==> src/rtl/mem_con_pkg.sv <==
// Shared memory-controller types: request/command encodings, FSM states and
// the physical-address field layout used by the DRAM command path.
package mem_con_pkg;

    localparam int unsigned ADDR_W = 33;
    localparam int unsigned OPER_W = 2;
    localparam int unsigned CMD_W  = 3;
    localparam int unsigned ROW_W  = 16;
    localparam int unsigned COL_W  = 10;
    localparam int unsigned BANK_W = 2;
    localparam int unsigned BG_W   = 3;
    localparam int unsigned CNT_W  = 9;

    // Address field positions: row | col_hi | bank | bg | col_lo | byte
    localparam int unsigned ROW_LSB   = 17;
    localparam int unsigned COLH_LSB  = 11;
    localparam int unsigned COLH_W    = 6;
    localparam int unsigned BANK_LSB  = 9;
    localparam int unsigned BG_LSB    = 6;
    localparam int unsigned COLL_LSB  = 2;
    localparam int unsigned COLL_W    = 4;

    typedef enum logic [OPER_W-1:0] {
        READ    = 2'd0,
        WRITE   = 2'd1,
        IFETCH  = 2'd2,
        ILLEGAL = 2'd3
    } oper_e;

    typedef enum logic [CMD_W-1:0] {
        NOP = 3'd0,
        ACT = 3'd1,
        RD  = 3'd2,
        WR  = 3'd3,
        PRE = 3'd4
    } cmd_e;

    typedef enum logic [2:0] {
        ST_IDLE      = 3'd0,
        ST_ACT       = 3'd1,
        ST_WAIT_RCD  = 3'd2,
        ST_CAS       = 3'd3,
        ST_WAIT_DATA = 3'd4,
        ST_PRE       = 3'd5,
        ST_WAIT_RP   = 3'd6
    } state_e;

    typedef struct packed {
        logic [ROW_W-1:0]  row;
        logic [COL_W-1:0]  col;
        logic [BANK_W-1:0] bank;
        logic [BG_W-1:0]   bg;
    } dram_loc_t;

endpackage

==> src/rtl/dram_addr_map.sv <==
// Combinational physical-address decode into DRAM row/column/bank/bank-group.
module dram_addr_map
    import mem_con_pkg::*;
(
    input  logic [ADDR_W-1:0] i_addr,
    output dram_loc_t         o_loc_c
);

    // Byte offset within a column beat carries no DRAM addressing information.
    logic w_unused_byte;
    assign w_unused_byte = ^i_addr[COLL_LSB-1:0];

    assign o_loc_c.row  = i_addr[ROW_LSB +: ROW_W];
    assign o_loc_c.col  = {i_addr[COLH_LSB +: COLH_W], i_addr[COLL_LSB +: COLL_W]};
    assign o_loc_c.bank = i_addr[BANK_LSB +: BANK_W];
    assign o_loc_c.bg   = i_addr[BG_LSB +: BG_W];

endmodule

==> src/rtl/dram_cmd_seq.sv <==
// Single-request closed-page DRAM sequencer: pops a request, issues ACT, RD/WR
// and PRE under timing counters, then reports completion to the queue.
module dram_cmd_seq
    import mem_con_pkg::*;
#(
    parameter int unsigned T_RCD   = 39,
    parameter int unsigned T_CL    = 40,
    parameter int unsigned T_CWL   = 38,
    parameter int unsigned T_BURST = 8,
    parameter int unsigned T_RP    = 39
) (
    input  logic              clk,
    input  logic              rst_n,
    input  logic              req_valid,
    output logic              req_ready,
    input  logic [OPER_W-1:0] req_oper,
    input  logic [ADDR_W-1:0] req_addr,
    output logic              cmd_valid,
    output logic [CMD_W-1:0]  cmd_type,
    output logic [BG_W-1:0]   cmd_bg,
    output logic [BANK_W-1:0] cmd_bank,
    output logic [ROW_W-1:0]  cmd_row,
    output logic [COL_W-1:0]  cmd_col,
    output logic              done_valid,
    output logic [OPER_W-1:0] done_oper,
    output logic [ADDR_W-1:0] done_addr,
    output logic              done_err
);

    localparam int unsigned CNT_MAX = (1 << CNT_W) - 1;

    // Every wait must fit the 9-bit down-counter and be at least one cycle.
    if (T_RCD < 1 || T_RCD > CNT_MAX || T_CL < 1 || T_CL > CNT_MAX ||
        T_CWL < 1 || T_CWL > CNT_MAX || T_BURST < 1 || T_BURST > CNT_MAX ||
        T_RP < 1 || T_RP > CNT_MAX ||
        (T_CL + T_BURST) > CNT_MAX || (T_CWL + T_BURST) > CNT_MAX) begin : g_bad_timing
        $error("dram_cmd_seq: timing parameters must lie in 1..511");
    end

    // Counter loads give issue-to-issue distance T; wait states exit at count 1.
    localparam logic [CNT_W-1:0] RCD_LD = CNT_W'(T_RCD - 1);
    localparam logic [CNT_W-1:0] RDD_LD = CNT_W'(T_CL + T_BURST - 1);
    localparam logic [CNT_W-1:0] WRD_LD = CNT_W'(T_CWL + T_BURST - 1);
    localparam logic [CNT_W-1:0] RP_LD  = CNT_W'(T_RP - 1);

    state_e            r_state;
    state_e            w_state_nxt;
    logic [CNT_W-1:0]  r_cnt;
    logic [CNT_W-1:0]  w_cnt_nxt;
    oper_e             r_oper;
    logic [ADDR_W-1:0] r_addr;
    logic              r_is_wr;

    logic              r_req_ready;
    logic              r_cmd_valid;
    cmd_e              r_cmd_type;
    dram_loc_t         r_loc;
    logic              r_done_valid;
    oper_e             r_done_oper;
    logic [ADDR_W-1:0] r_done_addr;
    logic              r_done_err;

    dram_loc_t         w_loc;
    dram_loc_t         w_loc_nxt;
    logic              w_accept;
    logic              w_illegal;
    cmd_e              w_cmd_type;
    logic              w_cmd_valid;
    logic              w_done;

    dram_addr_map u_addr_map (
        .i_addr  (req_addr),
        .o_loc_c (w_loc)
    );

    assign w_accept  = req_valid && r_req_ready;
    assign w_illegal = w_accept && (oper_e'(req_oper) == ILLEGAL);

    // State, shared counter, request latches and registered outputs.
    always_ff @(posedge clk or negedge rst_n) begin
        if (!rst_n) begin
            r_state      <= ST_IDLE;
            r_cnt        <= '0;
            r_oper       <= READ;
            r_addr       <= '0;
            r_is_wr      <= 1'b0;
            r_req_ready  <= 1'b1;
            r_cmd_valid  <= 1'b0;
            r_cmd_type   <= NOP;
            r_loc        <= '0;
            r_done_valid <= 1'b0;
            r_done_oper  <= READ;
            r_done_addr  <= '0;
            r_done_err   <= 1'b0;
        end else begin
            r_state      <= w_state_nxt;
            r_cnt        <= w_cnt_nxt;
            if (w_accept) begin
                r_oper  <= oper_e'(req_oper);
                r_addr  <= req_addr;
                r_is_wr <= (oper_e'(req_oper) == WRITE);
            end
            r_req_ready  <= (w_state_nxt == ST_IDLE);
            r_cmd_valid  <= w_cmd_valid;
            r_cmd_type   <= w_cmd_type;
            r_loc        <= w_loc_nxt;
            r_done_valid <= w_done;
            r_done_err   <= w_illegal;
            if (w_done) begin
                r_done_oper <= w_illegal ? oper_e'(req_oper) : r_oper;
                r_done_addr <= w_illegal ? req_addr : r_addr;
            end
        end
    end

    // Next-state and counter sequencing.
    always_comb begin
        w_state_nxt = r_state;
        w_cnt_nxt   = r_cnt;
        case (r_state)
            ST_IDLE: begin
                if (w_accept && !w_illegal) begin
                    w_state_nxt = ST_ACT;
                end
            end
            ST_ACT: begin
                w_cnt_nxt   = RCD_LD;
                w_state_nxt = (T_RCD == 1) ? ST_CAS : ST_WAIT_RCD;
            end
            ST_WAIT_RCD: begin
                if (r_cnt == CNT_W'(1)) begin
                    w_state_nxt = ST_CAS;
                end else begin
                    w_cnt_nxt = r_cnt - CNT_W'(1);
                end
            end
            ST_CAS: begin
                w_cnt_nxt   = r_is_wr ? WRD_LD : RDD_LD;
                w_state_nxt = ST_WAIT_DATA;
            end
            ST_WAIT_DATA: begin
                if (r_cnt == CNT_W'(1)) begin
                    w_state_nxt = ST_PRE;
                end else begin
                    w_cnt_nxt = r_cnt - CNT_W'(1);
                end
            end
            ST_PRE: begin
                w_cnt_nxt   = RP_LD;
                w_state_nxt = (T_RP == 1) ? ST_IDLE : ST_WAIT_RP;
            end
            ST_WAIT_RP: begin
                if (r_cnt == CNT_W'(1)) begin
                    w_state_nxt = ST_IDLE;
                end else begin
                    w_cnt_nxt = r_cnt - CNT_W'(1);
                end
            end
            default: w_state_nxt = ST_IDLE;
        endcase
    end

    // Next-cycle output values, decoded from the state being entered.
    always_comb begin
        w_cmd_type = NOP;
        case (w_state_nxt)
            ST_ACT:  w_cmd_type = ACT;
            ST_CAS:  w_cmd_type = r_is_wr ? WR : RD;
            ST_PRE:  w_cmd_type = PRE;
            default: w_cmd_type = NOP;
        endcase
        w_cmd_valid = (w_cmd_type != NOP);
        w_done      = ((r_state != ST_IDLE) && (w_state_nxt == ST_IDLE)) || w_illegal;

        w_loc_nxt = r_loc;
        if (w_state_nxt == ST_IDLE) begin
            w_loc_nxt = '0;
        end else if (r_state == ST_IDLE) begin
            w_loc_nxt = w_loc;
        end
    end

    assign req_ready  = r_req_ready;
    assign cmd_valid  = r_cmd_valid;
    assign cmd_type   = r_cmd_type;
    assign cmd_bg     = r_loc.bg;
    assign cmd_bank   = r_loc.bank;
    assign cmd_row    = r_loc.row;
    assign cmd_col    = r_loc.col;
    assign done_valid = r_done_valid;
    assign done_oper  = r_done_oper;
    assign done_addr  = r_done_addr;
    assign done_err   = r_done_err;

endmodule

==> config.mk <==
export PLATFORM = sky130hd
export DESIGN_NAME = dram_cmd_seq
export DESIGN_NICKNAME = d
export VERILOG_FILES = /design/src/rtl/mem_con_pkg.sv /design/src/rtl/dram_addr_map.sv /design/src/rtl/dram_cmd_seq.sv
export SDC_FILE = /design/constraint.sdc
export NUM_CORES = 1
export LEC_CHECK = 0
export ABC_AREA = 1
export BUFFER_PORTS_ARGS = -buffer_cell sky130_fd_sc_hd__buf_2
export CAP_MARGIN = 20
export CORE_ASPECT_RATIO = 0.5
export CORE_MARGIN = 4
export CORE_UTILIZATION = 30
export CTS_BUF_LIST = sky130_fd_sc_hd__clkbuf_4 sky130_fd_sc_hd__clkbuf_8
export CTS_CLUSTER_SIZE = 28
export DETAILED_ROUTE_END_ITERATION = 16
export SKIP_CTS_REPAIR_TIMING = 1
export SYNTH_ARGS = -nofsm -noshare
export SYNTH_HDL_FRONTEND = slang
export SYNTH_SLANG_ARGS = --single-unit
==> constraint.sdc <==
create_clock -name clk -period 1.6 [get_ports clk]
set_clock_uncertainty 0.1 [all_clocks]
set_input_delay 0.48 -clock clk [delete_from_list [all_inputs] [get_ports clk]]
set_output_delay 0.48 -clock clk [all_outputs]
set_load 0.005 [all_outputs]
### After elaboration in Yosys (flattened, before gate mapping)

Cells that the tools add are included.

* flip-flop bits (word level): 121
* bits of input ports: 38
* output and inout bits: 73
* logic and storage cells: 59

* reduce and logical (&&, ||, !) cells: 15
* equal/unequal tests: 13
* muxes and demuxes: 14
* $add $sub $neg: 1

Operators with widths (number)
* 31-bit 2-to-1 mux: 2
* 33-bit 2-to-1 mux: 1
* 9-bit case mux with 3 select lines: 1
* 3-bit case mux with 7 select lines: 1
* 3-bit equality test, second input constant: 4
* 3-bit 2-to-1 mux: 4
* 3-bit by 2-bit equality test with 1-bit output, second input constant: 3
* 9-bit by 1-bit equality test with 1-bit output, second input constant: 1
* 9-bit 2-to-1 mux: 1
* 3-bit case mux with 3 select lines: 1
* 3-bit nonzero test: 3
* 9-bit by 1-bit subtractor with 9-bit output, second input constant: 1
* 3-bit by 1-bit equality test with 1-bit output, second input constant: 2
* 3-bit logical NOT: 2
* 1-bit logical AND: 4
* 2-bit 2-to-1 mux: 2
* 3-bit OR reduction: 1
* 2-bit by 1-bit equality test with 1-bit output, second input constant: 1
* 2-bit equality test, second input constant: 1
* 2-bit inequality test, second input constant: 1
* 2-bit AND reduction: 1
* 2-bit nonzero test: 1
* 2-bit OR reduction: 1
* 1-bit logical NOT: 1
* other kinds (2): 2

### Logic depth before layout (Yosys ltp)

Gate-level depths: netlist (run 1).

* depth after elaboration: 9
* gate-level depth with buffers: 12
* mapped depth without buffers: 11

### Hierarchy

From an unflattened synthesis (run 1), not the netlist that was laid out.

* cell total of the unflattened synthesis: 631
* area, all modules: 5803.1 µm²

By module, submodules not included
* dram_cmd_seq: seq. area each 3029.2 µm², cells each 600, times used 1, area an instance 5570.3 µm²
* dram_addr_map: seq. area each 0.0 µm², cells each 31, times used 1, area an instance 232.7 µm²

### Worst setup path after synthesis (run 1)

Ideal clock, no wire load.

* path kind: reg-to-reg
* from: register r_cnt[1]
* to: register r_loc (netlist bit cmd_col[8])
* arrival time: 1.545 ns
* buffers on the path: 1
* stages on the path, launching flop included: 13
* data required time: 1.384 ns
* setup slack: -0.161 ns
* setup time: 0.116 ns
* period minus slack after synthesis: 1.761 ns
* path through: dfrtp_1 -> inv_1 -> ha_1 -> inv_1 -> nor2_1 -> nand2_2 -> nor2_8 -> nand2_2 -> nand3_1 -> nand2_1 -> nor2_4 -> buf_8 -> nor2_1

* longest elaborated chain between the ends: 5
* elaborated cells on any way between the ends: 8
* classes of those cells: eq/ne (1); mux (5); reduce/logical (2)

Ends and longest elaborated chain
* start, declared: line dram_cmd_seq.sv:48 `logic [CNT_W-1:0] r_cnt;`
* start signal, assigned: line dram_cmd_seq.sv:97 `r_cnt <= w_cnt_nxt;`
* 9-bit by 1-bit equality test with 1-bit output *: line dram_cmd_seq.sv:131, dram_cmd_seq.sv:142, dram_cmd_seq.sv:153
* 3-bit 2-to-1 mux, on equally long branches: line dram_cmd_seq.sv:153, dram_cmd_seq.sv:131, dram_cmd_seq.sv:142
* 3-bit case mux with 7 select lines *: line dram_cmd_seq.sv:120 `case (r_state)`
* 3-bit logical NOT *: line dram_cmd_seq.sv:176 `if (w_state_nxt == ST_IDLE) begin`
* 31-bit 2-to-1 mux / 2-bit nonzero test (equally long branches)
* end signal, assigned: line dram_cmd_seq.sv:106 `r_loc <= w_loc_nxt;`
* end, declared: line dram_cmd_seq.sv:57 `dram_loc_t r_loc;`

Mark *: on every way between the ends. The rest lies on a longest branch, timed or not.
A chain may end at the register's enable or synchronous reset.

### Worst setup path after layout (run 1)

* from: register r_cnt[0]
* to: register r_done_addr[12], in the netlist done_addr[12]

* longest elaborated chain between the ends: 6
* elaborated cells on any way between the ends: 8
* classes of those cells: eq/ne (1); mux (4); reduce/logical (3)

Ends and longest elaborated chain
* 9-bit by 1-bit equality test with 1-bit output *: line dram_cmd_seq.sv:131, dram_cmd_seq.sv:142, dram_cmd_seq.sv:153
* 3-bit 2-to-1 mux, on equally long branches: line dram_cmd_seq.sv:153, dram_cmd_seq.sv:131, dram_cmd_seq.sv:142
* 3-bit case mux with 7 select lines *: line dram_cmd_seq.sv:120
* 3-bit logical NOT *: line dram_cmd_seq.sv:173 `w_done = ((r_state != ST_IDLE) && (w_state_nxt == ST_IDLE)) || w_illegal;`
* 1-bit logical AND *: line dram_cmd_seq.sv:173
* 1-bit logical OR *: line dram_cmd_seq.sv:173
* end signal, assigned: line dram_cmd_seq.sv:111 `r_done_addr <= w_illegal ? req_addr : r_addr;`
* end, declared: line dram_cmd_seq.sv:60 `logic [ADDR_W-1:0] r_done_addr;`

Marked as above.

==> run metrics, run 1 <==
complex-gate fraction of the synthesized area between 10 and 15%; Clock Tree Root clkbuf_8; Post-Syn Nets between 600 and 700; die area just over 20000 sq um; Nets ~800; xor/xnor share of the synthesized area less than 1%; Design Area, Final about 7600 sq um; Worst-path clk slew 0.08 ns; Synth Area in Adders 0.453%; Avg Inst Size Synth about 9.2 sq um; antenna violations before repair 0; setup slack after layout -0.286 ns; worst endpoint data arrival time approximately 2.1 ns; Clock Latency Late Sink ~0.43 ns; mapped cell area about 5500 sq um; element type at the critical path end register; Critical Path Start Type register; simple-gate share of the synthesized area a little under a fifth; Boundary Pins ~110; Rel. slew slack 74.6%; leak pwr approximately 3.6 nW; run status finished, violations left; Worst EP required approximately 1.8 ns; depth of the worst hold-timing path 3; FF+latch count, synth between 100 and 150; Max H-tree Level 4; RePlAce Congestion roughly 0.8; mux cell area share after synthesis ~6.1%; critical path fanouts, max 8; Mapped Cells 600; failing checks setup timing; Die Wd approximately 200 um; Post-DP HPWL approximately 10000 um; P&R area growth vs syn 36.9%; worst setup path category register to register; storage element area 3030 sq um; DR WL/cell roughly 15 um; crit-path max cell delay about 0.4 ns; CTS Sinks approximately 120; predominant post-synthesis flop cell dfrtp_1; ant diodes 0; Synth area leader dfrtp_1; CP Cell Sequence ha_4, inv_4, nor2_4, nand2_4, nor2_8, buf_6, o211ai_4, nand2_4, clkbuf_16, nand2_2, nand2_1; fin crit share 118%; slowest CP cell dfrtp_1; Seq/Total Area, Yosys 54.8%; fin cells roughly 1000; Post-DP Area 6690 sq um; CTS max path bufs 2; total global-route track usage 14.2%; Worst-Margin Slew between 0.3 and 0.4 ns; most common cell after layout, fill and taps aside dfrtp_1; Reg2Reg Depth 11; asr flop ratio synth 100%; CTS tree built; initial DRC count approximately 350; CTS buffer count 17; crit path time final around 1.9 ns; Fmax about 530 MHz; Slew Viols, Final 0; via-per-instance ratio ~4.6; largest net degree at the start of global routing 38; fillers 1725; RSZ-0062 raised after global routing yes; multi-input combinational cell area roughly 2200 sq um; ANT nets after route 0; pre-CTS setup slack -0.685 ns; combinational family with the most area after synthesis simple AND/OR/NAND/NOR gates; # DRC 0; layout cell share with drive strength beyond 1 41.8%; DR vias around 4600; HP Class primary input to register; max-cap violations 0; first-pass GRT wire length 23800 um; Power Dens Cells between 800 and 900 nW/um^2; top cell type's share of synthesized area between 50% and 60%; Placed Cells a little under 1000; most frequent cell on the critical path nand2_4; post-synth cell types 35; VDD IR max ~0.50 mV; YS warnings 0; setup violators final 76; Area contributors post-synth dfrtp_1 54%, nand2_1 9.0%, mux2_2 6.1%, inv_1 5.8%, o21ai_0 4.4%; die height 104 um; Pre-antenna DRT Iters 4; Port Buffers 110; commonest cells after routing, fill and taps aside 119 x dfrtp_1, 106 x buf_2, 98 x nand2_1; vias in the first global route between 4000 and 5000; row count 34; final number of hold-violating endpoints 0; initial core utilization approximately 31%; total congestion overflow 0; Post-synth EDFFs 0; final WL about 15000 um; Core Region 17700 sq um
==> cells in the mapped netlist (2+ instances only) <==
cell type,instances
buf_6,3
a21oi_1,4
mux2_2,30
nand3_1,41
o21ai_0,49
buf_2,9
inv_1,85
dfrtp_1,120
buf_4,7
nor2_2,13
nand2_4,3
ha_1,2
o22ai_1,33
nand4_1,7
clkbuf_1,12
nand2_2,3
nor2_4,2
nor2_1,29
nand2_1,132
==> worst max-delay path: cells and delay by family, from the launching register on <==
family	cells	cell delay, ns
AO/OA/AOI/OAI	1	0.28
adder cells (fa/ha/maj)	1	0.17
buffers and inverters	3	0.37
flip-flops	1	0.41
AND/OR/NAND/NOR	6	0.45
==> registers in the layout, indices dropped and copies added, names as in the netlist <==
name        cells
r_cnt           9
r_addr         33
cmd_valid       1
cmd_col        10
r_is_wr         1
done_valid      1
cmd_type        3
r_state         3
cmd_row        16
r_oper          2
cmd_bank        2
req_ready       1
done_err        1
cmd_bg          3
done_addr      33
done_oper       2
==> power breakdown <==
| group | total [W] | switching, W | internal (W) |
|---|---|---|---|
| Combinational | 0.000302 | 0.000167 | 0.000135 |
| Sequential | 0.00312 | 0.0000205 | 0.00310 |
| Clock | 0.00300 | 0.00130 | 0.00170 |
| Total | 0.00642 | 0.00149 | 0.00493 |
==> worst paths after layout <==
kind                              start             to  slack (ns)
max                            r_cnt[0]  done_addr[12]       -0.29
min                         req_addr[1]      r_addr[1]        0.18
max reg2reg                    r_cnt[0]  done_addr[12]       -0.29
min reg2reg                done_oper[1]   done_oper[1]        0.38
max in group asynchronous         rst_n      req_ready        0.46
min in group asynchronous         rst_n      cmd_valid        0.39
==> per-stage QoR <==
stage          utilization, %  power [W]  setup TNS (ns)  hold slack (ns)
3_3_place_gp             37.8    0.00347          -27.66            0.313
6_report                 42.7    0.00642          -15.40            0.180
3_5_place_dp             37.8    0.00347          -29.66            0.315
4_1_cts                  40.2    0.00651          -32.43           -0.166
5_1_grt                  42.7    0.00667          -22.35            0.171
2_1_floorplan               -    0.00326           -4.00           0.0844
==> cell type report <==
type | count | share of cell area (%)
clock buffers | 17 | 3.09
flip-flops and latches | 121 | 40.1
inverters | 87 | 4.42
well taps | 234 | 3.87
repair buffers | 175 | 16.9
multi-input cells | 361 | 29.0
clock inverters | 14 | 2.65
==> cell families after synthesis <==
| group | after synthesis |
|---|---|
| compound gates | 94 |
| xor+xnor | 1 |
| fa+ha+maj | 2 |
| buf+inv | 119 |
| flops | 121 |
| mux | 30 |
| simple gates | 233 |
==> metal layers <==
| layer | vias to the layer above | track usage (%) | share of wire, % |
|---|---|---|---|
| li1 | 2273 | - | - |
| met1 | 2266 | 18.5 | 44 |
| met2 | 83 | 22.8 | 50 |
| met3 | 19 | 3.98 | 4.1 |
| met4 | 0 | 4.99 | 1.3 |
| met5 | - | 0 | 0 |
No activity file was read; power rests on OpenSTA's default activity.
==> run 2, diff against run 1 <==
--- a/config.mk
+++ b/config.mk
@@ -14,6 +14,7 @@
 export CTS_BUF_LIST = sky130_fd_sc_hd__clkbuf_4 sky130_fd_sc_hd__clkbuf_8
 export CTS_CLUSTER_SIZE = 28
 export DETAILED_ROUTE_END_ITERATION = 16
+export PLACE_DENSITY = 0.48
 export SKIP_CTS_REPAIR_TIMING = 1
 export SYNTH_ARGS = -nofsm -noshare
 export SYNTH_HDL_FRONTEND = slang
==> run 2 against run 1 <==
Effect of this change: the run still ends with setup timing left; global-route usage up 0.63 points; sequential power about the same; first-iteration DRC count fell by 48%; critical path type unchanged; critical endpoint is now done_addr[22]; highest routed layer unchanged.
==> run metrics, run 2 (same netlist as run 1, synthesis figures left out) <==
max-cap violations 0; vias in the first global route 4666; Fmax between 500 and 600 MHz; Clock Latency Late Sink between 0.4 and 0.5 ns; Rel. slew slack roughly four fifths; fin crit share 116%; initial DRC count about 180; leak pwr roughly 3.7 nW; RePlAce Congestion 0.780; CTS Sinks ~120; failing checks setup timing; critical path fanouts, max 6; Placed Cells 970; Pre-antenna DRT Iters 4; ant diodes 0; setup slack after layout -0.251 ns; largest net degree at the start of global routing 44; total congestion overflow 0; Worst-path clk slew 0.08 ns; crit path time final 1.85 ns; Worst EP required 1.82 ns; setup violators final between 70 and 80; HP Class primary input to register; first-pass GRT wire length about 24000 um; Clock Tree Root clkbuf_8; final number of hold-violating endpoints 0; Max H-tree Level 4; Post-DP HPWL slightly above 10000 um; Core Region between 15000 and 20000 sq um; pre-CTS setup slack -0.707 ns; worst setup path category register to register; Slew Viols, Final 0; Power Dens Cells 861 nW/um^2; via-per-instance ratio approximately 4.5; run status finished, violations left; CTS buffer count 17; element type at the critical path end register; total global-route track usage between 10% and 20%; Worst-Margin Slew between 0.3 and 0.4 ns; antenna violations before repair 0; ANT nets after route 0; row count 34; most common cell after layout, fill and taps aside dfrtp_1; P&R area growth vs syn 40.5%; fillers 1801; DR vias approximately 4500; # DRC 0; VDD IR max between 0.4 and 0.5 mV; final WL roughly 16000 um; commonest cells after routing, fill and taps aside 118 x dfrtp_1, 109 x buf_2, 81 x inv_1; Port Buffers 110; die height 104 um; RSZ-0062 raised after global routing yes; Nets 812; initial core utilization a little under a third; multi-input combinational cell area about 2300 sq um; layout cell share with drive strength beyond 1 a little over two fifths; Boundary Pins around 110; DR WL/cell about 15 um; storage element area 3030 sq um; Die Wd between 150 and 200 um; setup TNS -12.87 ns; Critical Path Start Type register; worst endpoint data arrival time slightly above 2 ns; CTS max path bufs 2; CTS tree built; fin cells 1019; die area 20800 sq um
## run 2: cell types whose count changed in the layout (fill, tap and decap cells not counted), moves of 4 or more
| cell | change |
|---|---|
| nand2_4 | +12 |
| nor2_2 | -14 |
| clkinv_4 | -4 |
| buf_4 | +8 |
| nor2_1 | +13 |
| nand2_2 | +6 |
| nand2_1 | -18 |
| buf_6 | -4 |
| o21ai_1 | -4 |
## run 2: final timing paths
kind	from	endpoint	slack [ns]	depth (start not counted)
min	req_addr[0]	r_addr[0]	0.18	3
min in group asynchronous	rst_n	r_cnt[8]	0.37	2
max in group asynchronous	rst_n	req_ready	0.49	3
max reg2reg	r_cnt[0]	done_addr[22]	-0.25	11
max	r_cnt[0]	done_addr[22]	-0.25	11
min reg2reg	done_oper[1]	done_oper[1]	0.39	2
## run 2: metrics by stage
step / total power, W / instance area, sq um / hold WS (ns) / util [%]
detailed placement: 0.00347 / 6770 / 0.284 / 38.2
floorplan: 0.00326 / 5560 / 0.0844 / -
global placement: 0.00347 / 6770 / 0.287 / 38.2
CTS: 0.00677 / 7230 / -0.200 / 40.9
finish: 0.00668 / 7760 / 0.182 / 43.8
global route: 0.00695 / 7760 / 0.169 / 43.8
## run 2: critical path: stages (launching register included)
cell and delay, ns:
dfrtp_1 0.41, ha_4 0.17, inv_4 0.05, nor2_4 0.03, nand2_4 0.07, nor2_8 0.04, buf_6 0.11, o211ai_4 0.25
nand2_4 0.18, clkbuf_16 0.21, nand2_2 0.05, nand2_1 0.04
## run 2: per-layer routing
layer / wire length (um) / global-route usage [%] / vias to the layer above / share of wire [%]
met1: 7710 / 20.3 / 2190 / 49
met5: 0 / 0 / - / 0
li1: - / - / 2282 / -
met4: 44 / 3.20 / 0 / 0.28
met2: 7320 / 23.3 / 72 / 46
met3: 702 / 4.50 / 4 / 4.4
## run 2: area by class of cell
| cell class | count | share of cell area [%] |
|---|---|---|
| clock buffer | 21 | 3.56 |
| clock inverter | 11 | 2.48 |
| inverter | 87 | 4.35 |
| multi-input combinational | 361 | 29.4 |
| sequential | 121 | 39.1 |
| tap | 234 | 3.77 |
| timing repair buffer | 184 | 17.4 |
## run 2: power by group
group / switching (W) / internal, W
sequential: 0.0000216 / 0.00310
combinational: 0.000163 / 0.000128
clock: 0.00130 / 0.00198
